**src/rtl/pipe_stage_reg_pkg.sv**
```systemverilog
// pipe_pkg: shared constants and types for the inter-stage pipeline register.
//   - default widths (data/PC, register number, T_new) and the reset PC
//   - bubble values for the control bundle and the exception code
//   - the per-edge action enum (reset > flush > hold > load)
package pipe_pkg;

  localparam int PIPE_DATA_W = 32;
  localparam int PIPE_A3_W   = 5;
  localparam int PIPE_TNEW_W = 2;
  localparam int PIPE_EXC_W  = 5;

  localparam logic [31:0] PIPE_RESET_PC = 32'h0000_3000;

  // A bubble carries an all-zero control bundle and no exception.
  localparam logic                  CTRL_BUBBLE_BIT = 1'b0;
  localparam logic [PIPE_EXC_W-1:0] EXC_BUBBLE      = '0;

  typedef enum logic [1:0] {
    ACT_RESET = 2'd0,
    ACT_FLUSH = 2'd1,
    ACT_HOLD  = 2'd2,
    ACT_LOAD  = 2'd3
  } stage_act_e;

  // Resolve the per-edge action from the control inputs in priority order.
  function automatic stage_act_e pick_act(input logic reset, input logic flush,
                                          input logic stall);
    if (reset)      return ACT_RESET;
    else if (flush) return ACT_FLUSH;
    else if (stall) return ACT_HOLD;
    else            return ACT_LOAD;
  endfunction

endpackage

```
**src/rtl/pipe_stage_reg_tnew_sat_dec.sv**
```systemverilog
// tnew_sat_dec: saturating decrement of the hazard T_new countdown.
// Ports:
//   val_i  in  W : current T_new value
//   en_i   in  1 : decrement enable
//   dec_o  out W : val_i - 1 when enabled and nonzero, else val_i (0 never wraps)
module tnew_sat_dec #(
  parameter int W = 2
) (
  input  logic [W-1:0] val_i,
  input  logic         en_i,
  output logic [W-1:0] dec_o
);

  always_comb begin
    dec_o = val_i;
    if (en_i && (val_i != '0)) dec_o = val_i - W'(1);
  end

endmodule

```
**src/rtl/pipe_stage_reg.sv**
```systemverilog
// pipe_stage_reg: generic inter-stage register for the five-stage MIPS core
// (D/E, E/M, M/W). Carries PC, control bundle, destination register, data
// lanes and the T_new countdown, with stall (hold), flush (bubble), a valid
// bit and $0-write normalisation. All outputs come straight from registers.
//
// Optional feature macro: PIPE_STAGE_EXC_EN adds exc_in/exc_out (ExcCode) and
// bd_in/bd_out (branch-delay flag).
//
// Ports:
//   clk, reset            clock (rising edge), synchronous active-high reset
//   stall, flush          hold current contents / load a bubble (flush wins)
//   valid_in, PC_in, T_new_in, RegWrite_in, ctrl_in, A3_in, data_in
//                         upstream stage fields (lane k = data_in[k*DATA_W +: DATA_W])
//   valid_out, PC_out, T_new_out, RegWrite_out, ctrl_out, A3_out, data_out
//                         registered counterparts
//   T_new_zero            decode of T_new_out == 0
module pipe_stage_reg
  import pipe_pkg::*;
#(
  parameter int                DATA_W   = PIPE_DATA_W,
  parameter int                DATA_N   = 2,
  parameter int                CTRL_W   = 8,
  parameter int                TNEW_W   = PIPE_TNEW_W,
  parameter int                A3_W     = PIPE_A3_W,
  parameter logic [DATA_W-1:0] RESET_PC = PIPE_RESET_PC,
  parameter int                TNEW_DEC = 1
) (
  input  logic                     clk,
  input  logic                     reset,
  input  logic                     stall,
  input  logic                     flush,
  input  logic                     valid_in,
  input  logic [DATA_W-1:0]        PC_in,
  input  logic [TNEW_W-1:0]        T_new_in,
  input  logic                     RegWrite_in,
  input  logic [CTRL_W-1:0]        ctrl_in,
  input  logic [A3_W-1:0]          A3_in,
  input  logic [DATA_N*DATA_W-1:0] data_in,
`ifdef PIPE_STAGE_EXC_EN
  input  logic [PIPE_EXC_W-1:0]    exc_in,
  input  logic                     bd_in,
  output logic [PIPE_EXC_W-1:0]    exc_out,
  output logic                     bd_out,
`endif
  output logic                     valid_out,
  output logic [DATA_W-1:0]        PC_out,
  output logic [TNEW_W-1:0]        T_new_out,
  output logic                     RegWrite_out,
  output logic [CTRL_W-1:0]        ctrl_out,
  output logic [A3_W-1:0]          A3_out,
  output logic [DATA_N*DATA_W-1:0] data_out,
  output logic                     T_new_zero
);

  logic                     valid_q, valid_d;
  logic [DATA_W-1:0]        pc_q, pc_d;
  logic [TNEW_W-1:0]        tnew_q, tnew_d;
  logic                     rw_q, rw_d;
  logic [CTRL_W-1:0]        ctrl_q, ctrl_d;
  logic [A3_W-1:0]          a3_q, a3_d;
  logic [DATA_N*DATA_W-1:0] data_q, data_d;
`ifdef PIPE_STAGE_EXC_EN
  logic [PIPE_EXC_W-1:0]    exc_q, exc_d;
  logic                     bd_q, bd_d;
`endif

  stage_act_e        act;
  logic [TNEW_W-1:0] tnew_load;
  logic              a3_ok;
  logic              rw_ok;

  tnew_sat_dec #(.W(TNEW_W)) u_tnew_dec (
    .val_i (T_new_in),
    .en_i  (TNEW_DEC != 0),
    .dec_o (tnew_load)
  );

  // A write to $0 or from a non-instruction is dropped entirely so that
  // forwarding comparators downstream can never match register 0.
  assign a3_ok = valid_in && (A3_in != '0);
`ifdef PIPE_STAGE_EXC_EN
  assign rw_ok = a3_ok && (exc_in == EXC_BUBBLE);
`else
  assign rw_ok = a3_ok;
`endif

  assign act = pick_act(reset, flush, stall);

  always_comb begin
    valid_d = valid_q;
    pc_d    = pc_q;
    tnew_d  = tnew_q;
    rw_d    = rw_q;
    ctrl_d  = ctrl_q;
    a3_d    = a3_q;
    data_d  = data_q;
`ifdef PIPE_STAGE_EXC_EN
    exc_d   = exc_q;
    bd_d    = bd_q;
`endif
    unique case (act)
      ACT_FLUSH: begin
        // Bubble keeps its PC (and BD) so an exception on it reports a correct EPC.
        valid_d = 1'b0;
        pc_d    = PC_in;
        tnew_d  = '0;
        rw_d    = 1'b0;
        ctrl_d  = {CTRL_W{CTRL_BUBBLE_BIT}};
        a3_d    = '0;
        data_d  = '0;
`ifdef PIPE_STAGE_EXC_EN
        exc_d   = EXC_BUBBLE;
        bd_d    = bd_in;
`endif
      end
      ACT_LOAD: begin
        valid_d = valid_in;
        pc_d    = PC_in;
        tnew_d  = tnew_load;
        rw_d    = RegWrite_in && rw_ok;
        ctrl_d  = ctrl_in;
        a3_d    = a3_ok ? A3_in : '0;
        data_d  = data_in;
`ifdef PIPE_STAGE_EXC_EN
        exc_d   = exc_in;
        bd_d    = bd_in;
`endif
      end
      default: ;  // ACT_HOLD holds; ACT_RESET is applied in the register block
    endcase
  end

  // ---- stage register boundary ----
  always_ff @(posedge clk) begin
    if (reset) begin
      valid_q <= 1'b0;
      pc_q    <= RESET_PC;
      tnew_q  <= '0;
      rw_q    <= 1'b0;
      ctrl_q  <= '0;
      a3_q    <= '0;
      data_q  <= '0;
`ifdef PIPE_STAGE_EXC_EN
      exc_q   <= '0;
      bd_q    <= 1'b0;
`endif
    end else begin
      valid_q <= valid_d;
      pc_q    <= pc_d;
      tnew_q  <= tnew_d;
      rw_q    <= rw_d;
      ctrl_q  <= ctrl_d;
      a3_q    <= a3_d;
      data_q  <= data_d;
`ifdef PIPE_STAGE_EXC_EN
      exc_q   <= exc_d;
      bd_q    <= bd_d;
`endif
    end
  end

  assign valid_out    = valid_q;
  assign PC_out       = pc_q;
  assign T_new_out    = tnew_q;
  assign RegWrite_out = rw_q;
  assign ctrl_out     = ctrl_q;
  assign A3_out       = a3_q;
  assign data_out     = data_q;
  assign T_new_zero   = (tnew_q == '0);
`ifdef PIPE_STAGE_EXC_EN
  assign exc_out      = exc_q;
  assign bd_out       = bd_q;
`endif

endmodule

```
**config.mk**
```make
export PLATFORM = sky130hd
export DESIGN_NAME = pipe_stage_reg
export DESIGN_NICKNAME = d
export VERILOG_FILES = /design/src/rtl/pipe_stage_reg_pkg.sv /design/src/rtl/pipe_stage_reg_tnew_sat_dec.sv /design/src/rtl/pipe_stage_reg.sv
export SDC_FILE = /design/constraint.sdc
export NUM_CORES = 1
export LEC_CHECK = 0
export CORE_MARGIN = 2
export CORE_UTILIZATION = 41
export CTS_CLUSTER_DIAMETER = 80
export DETAILED_ROUTE_END_ITERATION = 7
export PLACE_DENSITY = 0.84
export SETUP_SLACK_MARGIN = 0.2
export SLEW_MARGIN = 20
export SYNTH_ARGS = -nofsm -noshare
export SYNTH_HDL_FRONTEND = slang
export SYNTH_SLANG_ARGS = --single-unit
```
**constraint.sdc**
```tcl
create_clock -name clk -period 2.25 [get_ports clk]
set_input_delay 0.225 -clock clk [delete_from_list [all_inputs] [get_ports clk]]
set_output_delay 0.225 -clock clk [all_outputs]
set_load 0.01 [all_outputs]
```
==> results.txt, run 1 <==
Post-Syn Nets: 525
Cell total after placement: 750
Final Skew: 0 ns
Synth area leader: dfxtp_1
Ys async rst share: 0
VDD IR max: 408 uV
I/O Buffers: 230
Total CTS buffers: 17
Antenna diode count: 0
Drt pass-1 iters: 4
First-pass GRT wire length: 16700 um
Vias/cell: 4.70
Chip height: 103 um
Count leader, synth: dfxtp_1
Critical path data arrival time: 1.53 ns
I/O pin count: 231
Final-report setup violation count: 0
Ys flop type: dfxtp_1
Lkg Pwr: 2.82 nW
Min-delay worst type: in2reg
Drt total wl: 11400 um
Kind of critical path: reg2out
Drt first-iter violations: 97
Sequential power share: 0.418
CP endpoint kind: primary output
Main area contributors after synthesis: dfxtp_1, mux2i_1, nor2_1, nand2_1, a21oi_1
Ys Warns: 0
Wire per inst: 14.6 um
Power Density: 741 nW/um^2
Share of the synthesized area in the top cell type: 0.565
Fin. Hold Viols: 0
Hold Path Cell Cnt: 3
Fin. max-slew vios: 0
Period utilization: 0.782
Fmax: 569 MHz
Min Hold Slack: 0.276 ns
Post-CTS Setup Inserts: 0
Minimum clock period: 1.76 ns
Vias in the first global route: 3468
Post-cts resize count: 0
#FFs+latches synth: 113
Sw power: 1.12 mW
Clock power frac: 0.454
# nets final: 753
Cell count after synthesis: 408
Final Wtd Congestion: 0.840
Site Rows: 36
Total gr overflow: 0
Die area: 10600 um^2
Initial Utilization: 0.415
Worst-path clk slew: 0.05 ns
CP max FO: 3
Area Overhead vs Synth: 71.5%
Combinational share of power: 0.128
RSZ-0062 raised after global routing: false
Syn avg cell area: 9.81 um^2
Final worst slack: 0.492 ns
Largest net degree at the start of global routing: 75
Post-Place Worst Slack: 0.370 ns
Relative slew slack: 0.465
Clock sinks: 113
Root buffer cell: clkbuf_8
# DRC: 0
Fin util: 0.712
Synth Cell Area: 4000 um^2
Worst endpoint required time: 2.03 ns
Outcome: finished, final reports clean
# hold bufs at CTS: 0
Vias: 3662
Worst-margin pin slew: 0.803 ns
CTS tree: built
ANT nets after route: 0
Number of non-filler instances in the completed layout: 779
Most instantiated cells after synthesis: dfxtp_1, nor2_1, mux2i_1
EDFF count, synth: 0
Max Cap Viol: 0
Initial antenna violation count: 0
Internal: 3.97 mW
Switch share: 0.220
H-tree depth: 4
Total core area: 9640 um^2
Startpoint types: register
CTS Buffer Depth: 2
GR Util All Layers: 0.206
Chip Width: 103 um
Layout cells sized above 1: 0.0619
R2R cell count: 2
Total Neg Setup Slack: 0 ns
Seq/Total Area, Yosys: 0.565
Count of different cell masters after synthesis: 22
Worst-Skew Late Latency: 0.50 ns
Post-detail-place hpwl: 8200 um
-- metal layers --
layer	vias to the layer above	wire length (um)	GRT usage
met4	0	386	0.119
met3	31	924	0.0732
met5	-	0	0
li1	1802	-	-
met2	158	5640	0.334
met1	1671	4430	0.235
-- cell usage in the layout, fill, tap and decap left out, drive strengths merged, types with 2 or more instances in the layout --
master / n
clkbuf: 21
mux2i: 72
nand3: 2
clkdlybuf4s50: 229
nand2: 66
a21oi: 33
buf: 8
a22oi: 5
nor2: 79
clkinv: 7
dfxtp: 113
-- final cells by class --
cell class,instances,area (um^2)
well taps,133,166
multi-input cells,266,1570
inverters,1,3.75
flip-flops and latches,113,2260
repair buffers,237,2350
fillers,740,2770
clock inverters,8,65.1
clock buffers,21,449
-- cells by family after synthesis --
family          share of synthesized area
simple gates                        0.155
flops                               0.565
mux                                 0.180
compound gates                     0.0569
buf+inv                            0.0431
-- metrics by stage --
step,total power [mW],area [um^2]
2_1_floorplan,2.42,4000
3_3_place_gp,2.80,6350
3_5_place_dp,2.82,6350
4_1_cts,5.15,6870
5_1_grt,5.30,6870
6_report,5.09,6870
-- power groups by stage --
| stage | registers, mW | clock network (mW) | logic (mW) |
|---|---|---|---|
| after floorplan | 2.20 | 0 | 0.218 |
| after global placement | 2.16 | 0 | 0.638 |
| after detailed placement | 2.17 | 0 | 0.653 |
| after CTS | 2.13 | 2.36 | 0.657 |
| after global routing | 2.14 | 2.47 | 0.697 |
| final | 2.13 | 2.31 | 0.652 |
-- final timing paths --
| path | startpoint | end | slack (ns) |
|---|---|---|---|
| hold reg to reg | PC_out[14]$_SDFFE_PP0P_ | PC_out[14]$_SDFFE_PP0P_ | 0.45 |
| hold / removal | PC_in[19] | PC_out[19]$_SDFFE_PP0P_ | 0.28 |
| setup reg to reg | data_out[34]$_SDFFE_PP0P_ | data_out[34]$_SDFFE_PP0P_ | 1.58 |
| setup / recovery | T_new_out[1]$_SDFFE_PP0P_ | T_new_zero | 0.49 |
-- registers in the layout, summed over array words and instances (netlist names) --
signal	cells
ctrl_out	8
RegWrite_out	1
T_new_out	2
data_out	64
valid_out	1
PC_out	32
A3_out	5
-- worst max-delay path: stages, from the launching register on --
cell and delay, ns:
dfxtp_1 0.33, nor2_1 0.15, clkdlybuf4s50_1 0.56
Power figures use the tool's default switching activity.
==> inputs of run 2 (changes only) <==
--- a/config.mk
+++ b/config.mk
@@ -6,10 +6,10 @@
 export NUM_CORES = 1
 export LEC_CHECK = 0
 export CORE_MARGIN = 2
-export CORE_UTILIZATION = 41
+export CORE_UTILIZATION = 38
 export CTS_CLUSTER_DIAMETER = 80
 export DETAILED_ROUTE_END_ITERATION = 7
-export PLACE_DENSITY = 0.84
+export PLACE_DENSITY = 0.78
 export SETUP_SLACK_MARGIN = 0.2
 export SLEW_MARGIN = 20
 export SYNTH_ARGS = -nofsm -noshare
==> constraint.sdc (replaced) <==
create_clock -name clk -period 1.75 [get_ports clk]
set_input_delay 0.175 -clock clk [delete_from_list [all_inputs] [get_ports clk]]
set_output_delay 0.175 -clock clk [all_outputs]
set_load 0.01 [all_outputs]
==> run 2 against run 1 <==
  * Total power is 32% higher
  * Die area rose by 7.6%
  * First-iteration DRC count fell by 12%
  * Non-clock buffer count increased by 3
  * Sequential power increased by 28%
  * Worst setup slack worse by 0.099 ns
  * Register-to-register slack got worse by 0.51 ns
  * Highest routed layer unchanged
==> results.txt, run 2 (same netlist as run 1, synthesis figures left out) <==
Met1 Use GR: 0.218 (-0.0168)
Minimum clock period: 1.36 ns
Total Neg Setup Slack: 0 ns (unchanged)
Drt first-iter violations: 85 (-12%)
Met2 Use GR: 0.355 (+0.0215)
Largest net degree at the start of global routing: 47 (-37%)
Wire per inst: 14.6 um (+0.19%)
Commonest non-fill, non-tap cell in the layout: clkdlybuf4s50_1
Area Overhead vs Synth: 71.4% (about the same)
# nets final: 756 (+0.40%)
Initial Utilization: 0.390 (-0.0258)
Reg2reg setup slack: 1.07 ns (-0.51 ns)
Gr busiest metal: met2
Critical path data arrival time: 1.18 ns (-0.35 ns)
Post-CTS Setup Inserts: 0 (unchanged)
Vias in the first global route: 3750 (+8.1%)
Initial antenna violation count: 0 (unchanged)
Min Hold Slack: 0.237 ns (-0.0392 ns)
Power Density: 980 nW/um^2 (+32%)
First-pass GRT wire length: 18200 um (+8.9%)
Min-delay worst type: in2reg
Site Rows: 37 (+2.8%)
Vias/cell: 4.67 (-0.58%)
Startpoint types: register
Chip height: 107 um (+3.7%)
Number of fill cells: 838 (+13%)
ANT nets after route: 0 (unchanged)
Fin. max-slew vios: 0 (unchanged)
H-tree depth: 4 (unchanged)
CP endpoint kind: primary output
CP max FO: 3 (unchanged)
Period utilization: 0.776
Relative slew slack: 0.683 (+0.219)
Most frequent cells in the layout: clkdlybuf4s50_1, dfxtp_1, dlygate4sd2_1, nor2_1, mux2i_1
Cell total after placement: 756 (+0.80%)
Worst-Skew Late Latency: 0.49 ns (about the same)
R2R Path End: A3_out[3]$_SDFFE_PP0P_
# DRC: 0 (unchanged)
RSZ-0062 raised after global routing: false
Final-report setup violation count: 0 (unchanged)
Root buffer cell: clkbuf_8
Outcome: finished, final reports clean
CTS tree: built
Total core area: 10300 um^2 (+6.6%)
I/O Buffers: 230 (unchanged)
Fmax: 737 MHz
Drt total wl: 11500 um (+1.2%)
Worst-margin pin slew: 0.475 ns (-0.328 ns)
Clock sinks: 113 (unchanged)
Hold Path Cell Cnt: 3 (unchanged)
Number of flip-flops in the largest register: 64 (unchanged)
Die area: 11400 um^2 (+7.6%)
Total gr overflow: 0 (unchanged)
Antenna diode count: 0 (unchanged)
# hold bufs at CTS: 0 (unchanged)
Lkg Pwr: 3.38 nW (+20%)
Worst-path clk slew: 0.05 ns (about the same)
GR Util All Layers: 0.202 (-0.00351)
Worst endpoint required time: 1.57 ns (-0.46 ns)
Final Wtd Congestion: 0.792 (-5.8%)
Hold_sp: PC_in[25]
R2R cell count: 2 (unchanged)
Met3 Use GR: 0.0693 (-0.00392)
Reg2reg start: A3_out[3]$_SDFFE_PP0P_
Kind of critical path: reg2out
Total CTS buffers: 17 (unchanged)
Chip Width: 107 um (+3.7%)
Final Skew: 0 ns (unchanged)
I/O pin count: 231 (unchanged)
CTS Buffer Depth: 2 (unchanged)
Number of non-filler instances in the completed layout: 787 (+1.0%)
Drt pass-1 iters: 7 (+3)
VDD IR max: 595 uV (+46%)
Vias: 3678 (+0.44%)
Endpoint, Worst Hold: PC_out[25]$_SDFFE_PP0P_
Max Cap Viol: 0 (unchanged)
Post-detail-place hpwl: 8530 um (+4.0%)
Layout cells sized above 1: 0.0722 (+0.0103)
Fin. Hold Viols: 0 (unchanged)
run 2: layout make-up:
| type | instances | area, um^2 | area share |
|---|---|---|---|
| multi-input cells | 266 | 1570 | 0.229 |
| repair buffers | 240 | 2290 | 0.334 |
| clock buffers | 20 | 455 | 0.0664 |
| well taps | 136 | 170 | 0.0248 |
| flip-flops and latches | 113 | 2260 | 0.330 |
| clock inverters | 11 | 113 | 0.0164 |
| inverters | 1 | 3.75 | 0.000547 |
run 2: what timing repair did:
| action | in CTS | in global routing |
|---|---|---|
| resized for setup | 109 | 5 |
| endpoints found under the hold margin | 0 | 0 |
| setup endpoints to repair | 109 | 5 |
run 2: where the power goes:
group	internal (mW)	total [mW]	switching, mW
clock	2.11	3.21	1.10
combinational	0.460	0.786	0.327
sequential	2.68	2.73	0.0483
run 2: critical path: stages, from the launching register on:
cell and delay (ns):
dfxtp_1 0.37, nor2_1 0.05, dlygate4sd2_1 0.27
run 2: per-layer routing:
layer	up-vias	wire length, um
li1	1807	-
met1	1699	4480
met2	150	5870
met3	22	832
met4	0	326
met5	-	0
run 2: worst max path at each step:
stage | start | to | cells after the start | slack (ns)
2_1_floorplan | A3_in[1] | RegWrite_out$_SDFFE_PP0P_ | 3 | 0.72
3_3_place_gp | reset | data_out[14]$_SDFFE_PP0P_ | 4 | 0.16
3_5_place_dp | flush | PC_out[9]$_SDFFE_PP0P_ | 5 | 0.07
4_1_cts | PC_out[14]$_SDFFE_PP0P_ | PC_out[14] | 1 | 0.20
5_1_grt | T_new_out[0]$_SDFFE_PP0P_ | T_new_zero | 2 | 0.32
6_report | T_new_out[0]$_SDFFE_PP0P_ | T_new_zero | 2 | 0.39
run 2: stage by stage:
| step | utilization | setup WS, ns | power (mW) | area (um^2) |
|---|---|---|---|---|
| 3_5_place_dp | 0.624 | 0.0659 | 3.64 | 6420 |
| 4_1_cts | 0.666 | 0.200 | 6.81 | 6850 |
| 5_1_grt | 0.668 | 0.318 | 7.01 | 6860 |
| 3_3_place_gp | 0.624 | 0.162 | 3.62 | 6420 |
| 2_1_floorplan | - | 0.721 | 3.11 | 4000 |
| 6_report | 0.668 | 0.393 | 6.73 | 6860 |
==> inputs of run 3 (changes only) <==
--- a/config.mk
+++ b/config.mk
@@ -6,10 +6,10 @@
 export NUM_CORES = 1
 export LEC_CHECK = 0
 export CORE_MARGIN = 2
-export CORE_UTILIZATION = 38
+export CORE_UTILIZATION = 34
 export CTS_CLUSTER_DIAMETER = 80
 export DETAILED_ROUTE_END_ITERATION = 7
-export PLACE_DENSITY = 0.78
+export PLACE_DENSITY = 0.74
 export SETUP_SLACK_MARGIN = 0.2
 export SLEW_MARGIN = 20
 export SYNTH_ARGS = -nofsm -noshare
==> constraint.sdc (replaced) <==
create_clock -name clk -period 1.1 [get_ports clk]
set_input_delay 0.11 -clock clk [delete_from_list [all_inputs] [get_ports clk]]
set_output_delay 0.11 -clock clk [all_outputs]
set_load 0.01 [all_outputs]
==> run 3 against run 2 <==
  * Die area up 11%
  * Non-clock buffer count up 20
  * Clock-buffer cell count up 6
  * Core utilization down 1.5 points
  * Final area up 9.0%
  * Critical path depth unchanged
  * Flip-flop and latch count unchanged
  * First-iteration DRC count up 35%
  * Via count up 2.6%
  * Critical endpoint unchanged
  * Sequential power up 62%
  * Hold slack worse by 0.12 ns
==> results.txt, run 3 (same netlist as run 1, synthesis figures left out) <==
Period utilization: 0.971
Worst-Skew Late Latency: 0.41 ns (-0.08 ns)
RSZ-0062 raised after global routing: true
CP bufs+invs: 1 (unchanged)
CP endpoint kind: primary output
Sw power: 2.45 mW (+66%)
CP peak stage delay: 0.32 ns (-0.05 ns)
Total Neg Setup Slack: 0 ns (unchanged)
# nets final: 776 (+2.6%)
R2R cell count: 4 (+2)
Power Density: 1480 nW/um^2 (+51%)
Initial Utilization: 0.349 (-0.0404)
H-tree depth: 4 (unchanged)
Final-report setup violation count: 0 (unchanged)
End point of the critical path: T_new_zero
I/O Buffers: 230 (unchanged)
Clock power frac: 0.470 (-0.007)
VDD IR max: 1030 uV (+73%)
Die area: 12700 um^2 (+11%)
Fmax: 936 MHz
Vias: 3775 (+2.6%)
Kind of critical path: reg2out
Combinational share of power: 0.132 (+0.015)
Min-delay worst type: in2reg
CP Cell Sequence: nor2_1 > buf_2
Reg2reg start: PC_out[12]$_SDFFE_PP1P_
Crit path max-delay family: flip-flops
Pwr Total: 11.1 mW (+65%)
Most frequent cells in the layout: dfxtp_2, buf_6, clkdlybuf4s50_1, nor2_1, mux2i_1
GR Util All Layers: 0.200 (-0.00252)
Largest net degree at the start of global routing: 42 (-11%)
Fin. max-slew vios: 0 (unchanged)
Worst endpoint required time: 0.99 ns (-0.58 ns)
Post-detail-place hpwl: 8220 um (-3.6%)
Layout cells sized above 1: 0.437 (+0.364)
Final Wtd Congestion: 0.747 (-5.6%)
Total gr overflow: 0 (unchanged)
Internal: 8.65 mW (+65%)
Switch share: 0.221 (+0.000883)
Slowest stage cell, crit path: dfxtp_2
Final Skew: 0 ns (unchanged)
Antenna diode count: 0 (unchanged)
Site Rows: 39 (+5.4%)
Startpoint types: register
Clock sinks: 113 (unchanged)
Chip height: 113 um (+5.5%)
Lkg Pwr: 3.35 nW (-0.86%)
# hold bufs at CTS: 0 (unchanged)
Drt total wl: 12500 um (+8.3%)
Critical path data arrival time: 0.96 ns (-0.22 ns)
Levels on crit path: 2 (unchanged)
Launch point of the worst path: T_new_out[0]$_SDFFE_PP0P_
Fin. Hold Viols: 0 (unchanged)
Reg2reg setup slack: 0.31 ns (-0.76 ns)
Drt pass-1 iters: 4 (-3)
Relative slew slack: 0.795 (+0.112)
Total CTS buffers: 17 (unchanged)
CP max FO: 3 (unchanged)
Area Overhead vs Synth: 86.8%
I/O pin count: 231 (unchanged)
ANT nets after route: 0 (unchanged)
Root buffer cell: clkbuf_16
Worst-path clk slew: 0.05 ns (about the same)
Drt first-iter violations: 115 (+35%)
Vias in the first global route: 3868 (+3.1%)
Worst-margin pin slew: 0.308 ns (-0.168 ns)
Sequential power share: 0.398 (-0.008)
Commonest non-fill, non-tap cell in the layout: dfxtp_2
Vias/cell: 4.64 (-0.77%)
Total core area: 11500 um^2 (+12%)
First-pass GRT wire length: 19700 um (+8.3%)
R2R Path End: PC_out[12]$_SDFFE_PP1P_
CTS tree: built
# DRC: 0 (unchanged)
Outcome: finished, final reports clean
CTS Buffer Depth: 2 (unchanged)
Max Cap Viol: 0 (unchanged)
Wire per inst: 15.3 um (+4.7%)
Minimum clock period: 1.07 ns
Chip Width: 113 um (+5.5%)
Number of flip-flops in the largest register: 64 (unchanged)
Initial antenna violation count: 0 (unchanged)
[run 3: changes by cell type in the layout (fill, tap and decap cells not counted), sizes merged]
cell	change
clkinv	-2
clkinvlp	-3
dlymetal6s2s	-5
clkdlybuf4s50	-5
clkbuf	+6
bufinv	-1
buf	+133
bufbuf	+1
dlygate4sd2	-104
[run 3: routing by layer]
layer / up-vias / GRT usage / wire, um
met3: 28 / 0.0664 / 953
met5: - / 0 / 0
met2: 158 / 0.339 / 6120
met1: 1742 / 0.221 / 5010
li1: 1847 / - / -
met4: 0 / 0.110 / 387
[run 3: what timing repair did]
action,CTS,global route
gates resized for setup,692,0
pin swaps,3,1
setup buffers,11,7
endpoints found under the hold margin,0,0
cloned,1,0
endpoints found under the setup margin,226,115
[run 3: worst min path at each step]
stage,from,end,slack [ns],cells after the start
after floorplan,PC_in[12],PC_out[12]$_SDFFE_PP1P_,0.23,2
after global placement,PC_out[21]$_SDFFE_PP0P_,PC_out[21]$_SDFFE_PP0P_,0.44,2
after detailed placement,PC_out[16]$_SDFFE_PP0P_,PC_out[16]$_SDFFE_PP0P_,0.45,2
after CTS,A3_in[4],A3_out[4]$_SDFFE_PP0P_,0.08,3
after global routing,A3_in[4],A3_out[4]$_SDFFE_PP0P_,0.15,3
final,A3_in[4],A3_out[4]$_SDFFE_PP0P_,0.11,3
[run 3: per-stage QoR]
stage	area, um^2	cells	setup slack, ns	utilization	hold slack (ns)
2_1_floorplan	4010	408	0.136	-	0.233
3_3_place_gp	6460	764	-0.301	0.563	0.438
3_5_place_dp	6460	764	-0.358	0.563	0.446
4_1_cts	7430	807	0.00861	0.648	0.0850
5_1_grt	7480	814	-0.0156	0.652	0.146
6_report	7480	814	0.0318	0.652	0.113
[run 3: worst min-delay path, stage by stage]
cell and delay, ns:
dlygate4sd2_1 0.23, a22oi_1 0.07, nor2_1 0.08
[run 3: area by class of cell]
| type | count | area (um^2) |
|---|---|---|
| repair buffers | 260 | 2750 |
| inverters | 1 | 3.75 |
| clock inverters | 5 | 50.0 |
| well taps | 143 | 179 |
| multi-input cells | 266 | 1580 |
| fillers | 925 | 3990 |
| clock buffers | 26 | 519 |
| flip-flops and latches | 113 | 2400 |
[run 3: power by group through the flow]
stage,logic (mW),clock network [mW],registers (mW)
after global routing,1.57,5.53,4.43
after CTS,1.45,5.31,4.41
after global placement,1.35,0,4.42
after detailed placement,1.37,0,4.43
after floorplan,0.447,0,4.50
final,1.46,5.22,4.42
